### config.mk
export PLATFORM = sky130hd
export DESIGN_NAME = mimo_frame_loader
export DESIGN_NICKNAME = d
export VERILOG_FILES = /design/src/rtl/mimo_frame_loader_pkg.sv /design/src/rtl/mimo_frame_loader_bank.sv /design/src/rtl/mimo_frame_loader.sv
export SDC_FILE = /design/constraint.sdc
export NUM_CORES = 2
export LEC_CHECK = 0
export ABC_CLOCK_PERIOD_IN_PS = 9000
export BUFFER_PORTS_ARGS = -buffer_cell sky130_fd_sc_hd__buf_2
export CAP_MARGIN = 10
export CORE_UTILIZATION = 45
export DETAILED_ROUTE_END_ITERATION = 10
export GPL_TIMING_DRIVEN = 0
export PLACE_DENSITY = 0.72
export SETUP_SLACK_MARGIN = 0.1
export SYNTH_ARGS = -nofsm -noshare
export SYNTH_HDL_FRONTEND = slang
export SYNTH_SLANG_ARGS = --single-unit
### constraint.sdc
create_clock -name clk -period 9 [get_ports clk]
set_clock_uncertainty 0.05 [all_clocks]
set_input_delay 2.7 -clock clk [delete_from_list [all_inputs] [get_ports clk]]
set_output_delay 2.7 -clock clk [all_outputs]
set_load 0.01 [all_outputs]
### src/rtl/mimo_frame_loader_pkg.sv
// mimo_frame_loader_pkg: shared sizes for the MIMO frame loader (word length WL defaults to 16 unless `WL is predefined)
`ifndef WL
`define WL 16
`endif
package mimo_frame_loader_pkg;
  localparam int N = 4;
  localparam int WL = `WL;
  localparam int FRAME_LEN = N * (N + 1);
  localparam int CW = $clog2(FRAME_LEN);
  localparam int RW = $clog2(N);
  localparam int COLW = $clog2(N + 1);
endpackage

### src/rtl/mimo_frame_loader_bank.sv
// loader_bank: one frame of storage, N rows x (N+1) complex words, written by (row, col), read as a packed row
module loader_bank
  import mimo_frame_loader_pkg::*;
(
  input  logic            clk,
  input  logic            rst,
  input  logic            we,
  input  logic [RW-1:0]   wrow,
  input  logic [COLW-1:0] wcol,
  input  logic [WL-1:0]   wre,
  input  logic [WL-1:0]   wim,
  input  logic [RW-1:0]   rrow,
  output logic [WL*N-1:0] hx,
  output logic [WL*N-1:0] hy,
  output logic [WL-1:0]   yx,
  output logic [WL-1:0]   yy
);
  logic [WL-1:0] mx [N][N+1];
  logic [WL-1:0] my [N][N+1];
  always_ff @(posedge clk)
    if (rst) begin
      for (int r = 0; r < N; r++)
        for (int c = 0; c <= N; c++) begin
          mx[r][c] <= '0;
          my[r][c] <= '0;
        end
    end else if (we) begin
      mx[wrow][wcol] <= wre;
      my[wrow][wcol] <= wim;
    end
  for (genvar c = 0; c < N; c++) begin : g_col
    assign hx[WL*c +: WL] = mx[rrow][c];
    assign hy[WL*c +: WL] = my[rrow][c];
  end
  assign yx = mx[rrow][N];
  assign yy = my[rrow][N];
endmodule

### src/rtl/mimo_frame_loader.sv
// mimo_frame_loader: ping-pong frame assembly of H/y samples, drained one row per handshake.
// Define MIMO_LOADER_ERRCHK_EN to restart a frame on a misplaced in_sof and pulse err_sof.
module mimo_frame_loader
  import mimo_frame_loader_pkg::*;
(
  input  logic            clk,
  input  logic            rst,
  input  logic            in_valid,
  output logic            in_ready,
  input  logic            in_sof,
  input  logic [WL-1:0]   in_re,
  input  logic [WL-1:0]   in_im,
  output logic            out_valid,
  input  logic            out_ready,
  output logic [WL*N-1:0] Hout_x,
  output logic [WL*N-1:0] Hout_y,
  output logic [WL-1:0]   yout_x,
  output logic [WL-1:0]   yout_y,
  output logic [RW-1:0]   out_row,
  output logic            out_last,
  output logic            err_sof
);
  logic [CW-1:0] cnt, wcnt;
  logic [1:0] full;
  logic wbank, rbank, acc, sof_err, wdone, rtake, rdone;
  logic [RW-1:0] rrow, wrow;
  logic [COLW-1:0] wcol;
  logic [WL*N-1:0] hx [2];
  logic [WL*N-1:0] hy [2];
  logic [WL-1:0] yx [2];
  logic [WL-1:0] yy [2];
  assign in_ready = !full[wbank];
  assign acc = in_valid && in_ready;
`ifdef MIMO_LOADER_ERRCHK_EN
  assign sof_err = acc && in_sof && cnt != '0;
`else
  assign sof_err = acc && in_sof && 1'b0;
`endif
  // a misplaced start-of-frame restarts the partial frame at element 0
  assign wcnt = sof_err ? '0 : cnt;
  assign wrow = RW'(wcnt / CW'(N + 1));
  assign wcol = COLW'(wcnt % CW'(N + 1));
  assign wdone = acc && wcnt == CW'(FRAME_LEN - 1);
  assign out_valid = full[rbank];
  assign rtake = out_valid && out_ready;
  assign rdone = rtake && rrow == RW'(N - 1);
  always_ff @(posedge clk)
    if (rst) begin
      cnt <= '0;
      rrow <= '0;
      wbank <= 1'b0;
      rbank <= 1'b0;
      full <= '0;
      err_sof <= 1'b0;
    end else begin
      if (acc) cnt <= wdone ? '0 : wcnt + 1'b1;
      if (wdone) wbank <= !wbank;
      if (rtake) rrow <= rdone ? '0 : rrow + 1'b1;
      if (rdone) rbank <= !rbank;
      full <= (full | ({1'b0, wdone} << wbank)) & ~({1'b0, rdone} << rbank);
      err_sof <= sof_err;
    end
  for (genvar b = 0; b < 2; b++) begin : g_bank
    loader_bank u_bank (
      .clk(clk), .rst(rst), .we(acc && wbank == b[0]),
      .wrow(wrow), .wcol(wcol), .wre(in_re), .wim(in_im),
      .rrow(rrow), .hx(hx[b]), .hy(hy[b]), .yx(yx[b]), .yy(yy[b])
    );
  end
  assign Hout_x = rbank ? hx[1] : hx[0];
  assign Hout_y = rbank ? hy[1] : hy[0];
  assign yout_x = rbank ? yx[1] : yx[0];
  assign yout_y = rbank ? yy[1] : yy[0];
  assign out_row = rrow;
  assign out_last = out_valid && rrow == RW'(N - 1);
endmodule

### Word level (Yosys, flattened, before mapping)

Memory sizes are Yosys's and may differ from the RTL's. A register that Yosys moved wholly into a read port is not among the register bits.
Cells that the tools add are included.

* bits in registers: 11
* latch bits: 0
* RAM bits: 1280
* bits in read-only memories: 0
* word-level logic and storage cells: 81
* memories kept: 4

* add/sub/neg operators: 2
* multipliers: 0
* div/mod/pow operators: 2
* $lt $le $gt $ge: 4
* equality and inequality tests: 2
* shift operators: 2
* multiplexer cells: 40
* bitwise logic cells: 5
* reductions and logical operators: 15

Memories
* g_bank[0].u_bank.mx: depth 4, width 80, rd ports 1, clocked after Yosys merged registers in 1, wr ports 4, RTL line mimo_frame_loader_bank.sv:18 `logic [WL-1:0] mx [N][N+1];`
* g_bank[0].u_bank.my: depth 4, width 80, rd ports 1, clocked after Yosys merged registers in 1, wr ports 4, RTL line mimo_frame_loader_bank.sv:19 `logic [WL-1:0] my [N][N+1];`
* g_bank[1].u_bank.mx: depth 4, width 80, rd ports 1, clocked after Yosys merged registers in 1, wr ports 4, RTL line mimo_frame_loader_bank.sv:18
* g_bank[1].u_bank.my: depth 4, width 80, rd ports 1, clocked after Yosys merged registers in 1, wr ports 4, RTL line mimo_frame_loader_bank.sv:19

Operator list (count)
* $mux 80: 10
* $reduce_or 80->1: 4
* $mux 64: 2
* $demux 16 s3: 1
* $mux 16: 3
* $mux 2: 13
* $mux 1: 10
* $logic_and 1x1->1: 8
* $add 5x1->5 const B: 1
* $div 5x3->5 const B: 1
* $eq 5x5->1 const B: 1
* $mod 5x3->5 const B: 1
* $mux 5: 1
* $ge 4x4->1 const B: 1
* $lt 1x2->1 const B: 2
* $lt 4x1->1 const B: 1
* $not 3->4: 1
* $shl 1x1->2: 2
* $logic_not 1->1: 3
* $add 2x1->2 const B: 1
* $and 2x2->2: 1
* $eq 2x2->1 const B: 1
* $not 2->2: 1
* $or 2x2->2: 1
* $not 1->1: 1

### Longest topological paths before layout

* word-level depth: 10
* gate-level depth with buffers: 16
* depth with buffers taken out: 12

### Cells and area by module

From an unflattened synthesis, not the netlist that was laid out.

* cell total of the unflattened synthesis: 3910
* area total of the unflattened synthesis: 60287.8 sq um

By module, submodules not included
* loader_bank at g_bank[0].u_bank: times used 1, cells each 1812, area each 29110.4 sq um
* loader_bank at g_bank[1].u_bank: times used 1, cells each 1812, area each 28428.5 sq um
* mimo_frame_loader: times used 1, cells each 286, area each 2748.9 sq um

### Least setup slack after synthesis

OpenSTA, ideal clock, no wires.

* path kind: input to register
* from: input port rst
* to: memory g_bank[0].u_bank.mx[0][48] (netlist name) (enable)
* setup time: 0.466 ns
* data arrival time: 6.637 ns
* data required time: 8.484 ns
* setup slack: 1.847 ns
* stages on the path: 9
* cell sequence: clkbuf_1 > inv_1 > nand2_1 > or3_1 > clkbuf_1 > or2_2 > or3_1 > clkbuf_1 > o21ai_0

RTL lines
* from (decl): RTL line mimo_frame_loader.sv:7 `input logic rst,`
* to (decl): RTL line mimo_frame_loader_bank.sv:18

==> impl_metrics.csv <==
group,metric,value,unit
placed_design,hpwl,134000,um
critical_path,setup.worst_path.class,"flip-flop to flip-flop",
route,final_routed_wire_length_divided_by_cell_count,29.24,um
clock_network,cts_buffer_depth,3,
critical_path,worstSetupEndpoint,"g_bank[1].u_bank.my[0][21]$_SDFFCE_PN0P_",
critical_path,worst-path-stages,14,
synthesis,synth_enable_flop_cells,1280,
clock_network,cts.repair.resized,0,
grt,grt_max_degree,33,
final_layout,number_of_nets_at_the_end_of_the_flow,4589,
sta,layout_min_cycle_time,7.383,ns
sta,rsz_0062_raised_after_global_routing,"no",
critical_path,cp.required,9.34,ns
critical_path,critical_path_buf_inv_count,3,
synthesis,ys_warn_count,0,
placed_design,globalplace.congestion,0.9506,
sta,max-slew-margin-rel,6.490,%
sta,hold_viol,0,
route,detailroute.via_count,39688,
die,design.die.area,0.1309,mm2
route,drt-total-wl,186600,um
synthesis,share_of_the_synthesized_area_in_compound_gates_ao_oa_aoi_oai,1.499,%
synthesis,syn_avg_cell_area,14.02,um2
synthesis,synthXorXnorAreaFrac,0.07519,%
critical_path,crit_family,"compound AO/OA/AOI/OAI gates",
critical_path,timing.critical_path.slowest_cell_delay,0.84,ns
sta,report.final.slew_viol_count,0,
synthesis,post-synth-top-area-cell,"sky130_fd_sc_hd__edfxtp_1",
placed_design,io_buffer_count,199,
clock_network,htree_levels,4,
route,first_pass_iters,6,
clock_network,cts_made_buffers,132,
critical_path,crit_chain,"clkbuf_1 > inv_1 > ha_1 > a21oi_1 > o21ai_0 > a32o_1 > ha_1 > nor3_1 > and2_0 > o221ai_1 > or2_2 > nor3_1 > clkbuf_1 > a21o_2",
clock_network,root_buffer,"sky130_fd_sc_hd__clkbuf_16",
power_and_ir_drop,ir_drop,0.0002006,V
synthesis,largest_cells_by_area_after_synthesis,"sky130_fd_sc_hd__edfxtp_1 66%, sky130_fd_sc_hd__mux4_2 12%, sky130_fd_sc_hd__nor3_1 6.0%, sky130_fd_sc_hd__nand2_1 3.6%, sky130_fd_sc_hd__clkbuf_1 2.1%",
clock_network,worstSkewPairLatency,0.78,ns
clock_network,path_clk_slew,0.07,ns
synthesis,synth_nets,4201,
grt,grt_pass1_vias,39196,
synthesis,asyncSetResetFlopFracSynth,0,%
critical_path,critPathLaunchType,"flip-flop",
route,routed_via_density,6.219,
final_layout,final_layout_size_suffix_gt1_share,20.27,%
grt,grt_antenna_before_repair,10,
final_layout,area_delta_synth_final,15.32,%
synthesis,post_synth_and_or_nand_nor_area_fraction,15.83,%
critical_path,critPathArrivalTime,7.72,ns
critical_path,worst-path-max-fanout,32,
critical_path,reg2reg_to,"g_bank[1].u_bank.my[0][21]$_SDFFCE_PN0P_",
die,floorplan.initialDensity,45.50,%
die,die-height,361.8,um
grt,grt_overflow,0,
status,outcome,"finished, final reports clean",
synthesis,syn_inst,4155,
grt,grtUsageTotal,28.34,%
placed_design,pre_cts_slack,1.518,ns
sta,setup_slack,1.617,ns
placed_design,placedInstanceArea,0.06282,mm2
die,core.rowCount,131,
route,drt_iter0_markers,6321,
die,io_pins,203,
synthesis,post_synth_instance_area,0.05824,mm2
synthesis,synth_top_family_by_area,"simple AND/OR/NAND/NOR gates",
synthesis,ys_types,72,
flow_run,max_cap_viol_count,0,
critical_path,critical_path.reg2reg.startpoint,"cnt[0]$_SDFFE_PP0P_",
worst_hold_path,hold_path.class,"flip-flop to flip-flop",
final_layout,layout.cell_area.non_filler,0.06717,mm2
die,coreArea,0.1280,mm2
synthesis,synth_seq_area_share,66.44,%
power_and_ir_drop,post-layout-total-power,13030,uW
synthesis,yosys-mux-area-fraction,12.45,%
route,drt_drc_violations_left,0,
sta,fmax,135.5,MHz
power_and_ir_drop,p_per_area,194.0,mW/mm2
critical_path,setup.worst_path.end_class,"flip-flop",
synthesis,yosys_most_used_dff,"sky130_fd_sc_hd__edfxtp_1",
grt,wire_length_of_the_first_global_routing_pass,267400,um
clock_network,clock_tree_from_tritoncts,"built",
clock_network,post_cts_buffers,0,
synthesis,synth_top_cells_by_count,"1280 x sky130_fd_sc_hd__edfxtp_1, 704 x sky130_fd_sc_hd__nor3_1, 562 x sky130_fd_sc_hd__nand2_1, 320 x sky130_fd_sc_hd__mux4_2, 319 x sky130_fd_sc_hd__clkbuf_1",
clock_network,tritoncts_num_sinks,1293,
synthesis,post_synth_fa_ha_maj_area_fraction,0.1933,%
power_and_ir_drop,total_leakage_power,0.02318,uW
critical_path,crit_path_top_delay_cell,"sky130_fd_sc_hd__a21o_2",
sta,period_share,82.03,%
die,die_span_in_x,361.8,um
sta,timing_worst_slew_pin_value,1.403,ns
critical_path,setup.worst_path.start,"cnt[0]$_SDFFE_PP0P_",
critical_path,reg2reg_setup_slack,1.62,ns
critical_path,path_depth_of_the_worst_reg2reg_path,14,
synthesis,yosys.area.top_type_share,65.99,%
clock_network,post_cts_hold_buffer_count,0,
synthesis,synth.ff_latch_count,1293,
synthesis,cell_with_the_most_instances_after_synthesis,"sky130_fd_sc_hd__edfxtp_1",
route,detail-route-antenna-nets,0,
sta,setup_violations,0,
-- stage by stage --
stage	setup TNS (ns)	util (%)	cells	hold WS [ns]
global route	0	52.46	6378	0.5117
detailed placement	0	49.07	6130	0.4543
finish	0	52.47	6382	0.4702
global placement	-619.38	47.97	6083	0.4466
CTS	0	52.34	6369	0.4692
floorplan	0	-	4155	0.4534
-- tightest hold or removal path: cells and delay by family (launching register included) --
kind             cells  cell delay [ns]
AO/OA/AOI/OAI        1             0.07
flip-flops           1             0.33
AND/OR/NAND/NOR      1             0.06
-- area by class of cell --
type,instances,area (um2)
clock inverters,73,708.2
plain buffers,456,1896
clock buffers,166,3473
flip-flops and latches,1293,38700
diodes,5,12.51
inverters,41,153.9
multi-input cells,2365,17880
well taps,1729,2163
repair buffers,254,2182
fillers,10422,60850
-- cells in the final DEF (no fill, tap or decap), types with 5 or more instances in the layout --
master / Yosys / final
sky130_fd_sc_hd__buf_8: 0 / 21
sky130_fd_sc_hd__a21oi_1: 12 / 12
sky130_fd_sc_hd__o21ai_0: 30 / 6
sky130_fd_sc_hd__buf_4: 15 / 16
sky130_fd_sc_hd__clkinv_1: 0 / 32
sky130_fd_sc_hd__nand3_1: 5 / 5
sky130_fd_sc_hd__buf_1: 58 / 57
sky130_fd_sc_hd__inv_6: 0 / 7
sky130_fd_sc_hd__and2_1: 163 / 163
sky130_fd_sc_hd__buf_16: 0 / 29
sky130_fd_sc_hd__clkinv_2: 0 / 15
sky130_fd_sc_hd__bufinv_16: 0 / 12
sky130_fd_sc_hd__nand2_1: 562 / 562
sky130_fd_sc_hd__edfxtp_1: 1280 / 1280
sky130_fd_sc_hd__and3_1: 129 / 129
sky130_fd_sc_hd__o21ai_4: 1 / 29
sky130_fd_sc_hd__buf_2: 57 / 257
sky130_fd_sc_hd__a211oi_2: 8 / 8
sky130_fd_sc_hd__nor3_1: 704 / 704
sky130_fd_sc_hd__diode_2: 0 / 5
sky130_fd_sc_hd__clkbuf_1: 319 / 349
sky130_fd_sc_hd__ha_1: 9 / 9
sky130_fd_sc_hd__nor2_1: 269 / 269
sky130_fd_sc_hd__dfxtp_1: 13 / 13
sky130_fd_sc_hd__buf_6: 7 / 7
sky130_fd_sc_hd__mux4_2: 320 / 320
sky130_fd_sc_hd__or2_2: 6 / 6
sky130_fd_sc_hd__or3_1: 7 / 7
sky130_fd_sc_hd__a21o_1: 7 / 5
sky130_fd_sc_hd__nor3_2: 43 / 43
sky130_fd_sc_hd__inv_1: 40 / 40
sky130_fd_sc_hd__clkbuf_16: 0 / 134
-- per-layer routing --
layer	up-vias	track usage (%)	share of wire, %
met2	3043	45.06	47
met3	435	8.544	14
met4	6	10.09	3.5
met1	19825	36.84	35
met5	-	0.8509	0.099
li1	16379	-	-
-- sequential cells by signal, indices dropped and copies added, names as in the netlist, named ones only --
name	cells
rbank	1
out_row	2
g_bank.u_bank.my	640
g_bank.u_bank.mx	640
wbank	1
full	2
cnt	5
-- how the worst min path moves through the flow --
stage,from,end,cells after the start
after floorplan,full[1]$_SDFF_PP0_,full[1]$_SDFF_PP0_,2
after global placement,out_row[1]$_SDFFE_PP0P_,out_row[1]$_SDFFE_PP0P_,2
after detailed placement,out_row[1]$_SDFFE_PP0P_,out_row[1]$_SDFFE_PP0P_,2
after CTS,out_row[1]$_SDFFE_PP0P_,out_row[1]$_SDFFE_PP0P_,2
after global routing,out_row[1]$_SDFFE_PP0P_,out_row[1]$_SDFFE_PP0P_,2
final,out_row[1]$_SDFFE_PP0P_,out_row[1]$_SDFFE_PP0P_,2
-- power by group --
group | total, uW | internal [uW] | leakage, uW | switching [uW]
registers | 6870 | 6810 | 0.0133 | 61.9
clock network | 5460 | 3090 | 0.00203 | 2370
logic | 697 | 207 | 0.00782 | 490
total | 13000 | 10100 | 0.0232 | 2920
-- logic make-up (layout without fill, tap and decap cells) --
logic type,after synthesis,after routing
simple gates,1913,1913
flops,1293,1293
buf+inv,497,990
mux,324,324
compound gates,113,113
fa+ha+maj,9,9
xor+xnor,5,5
other cells,1,6
(Power assumes the default switching activity.)
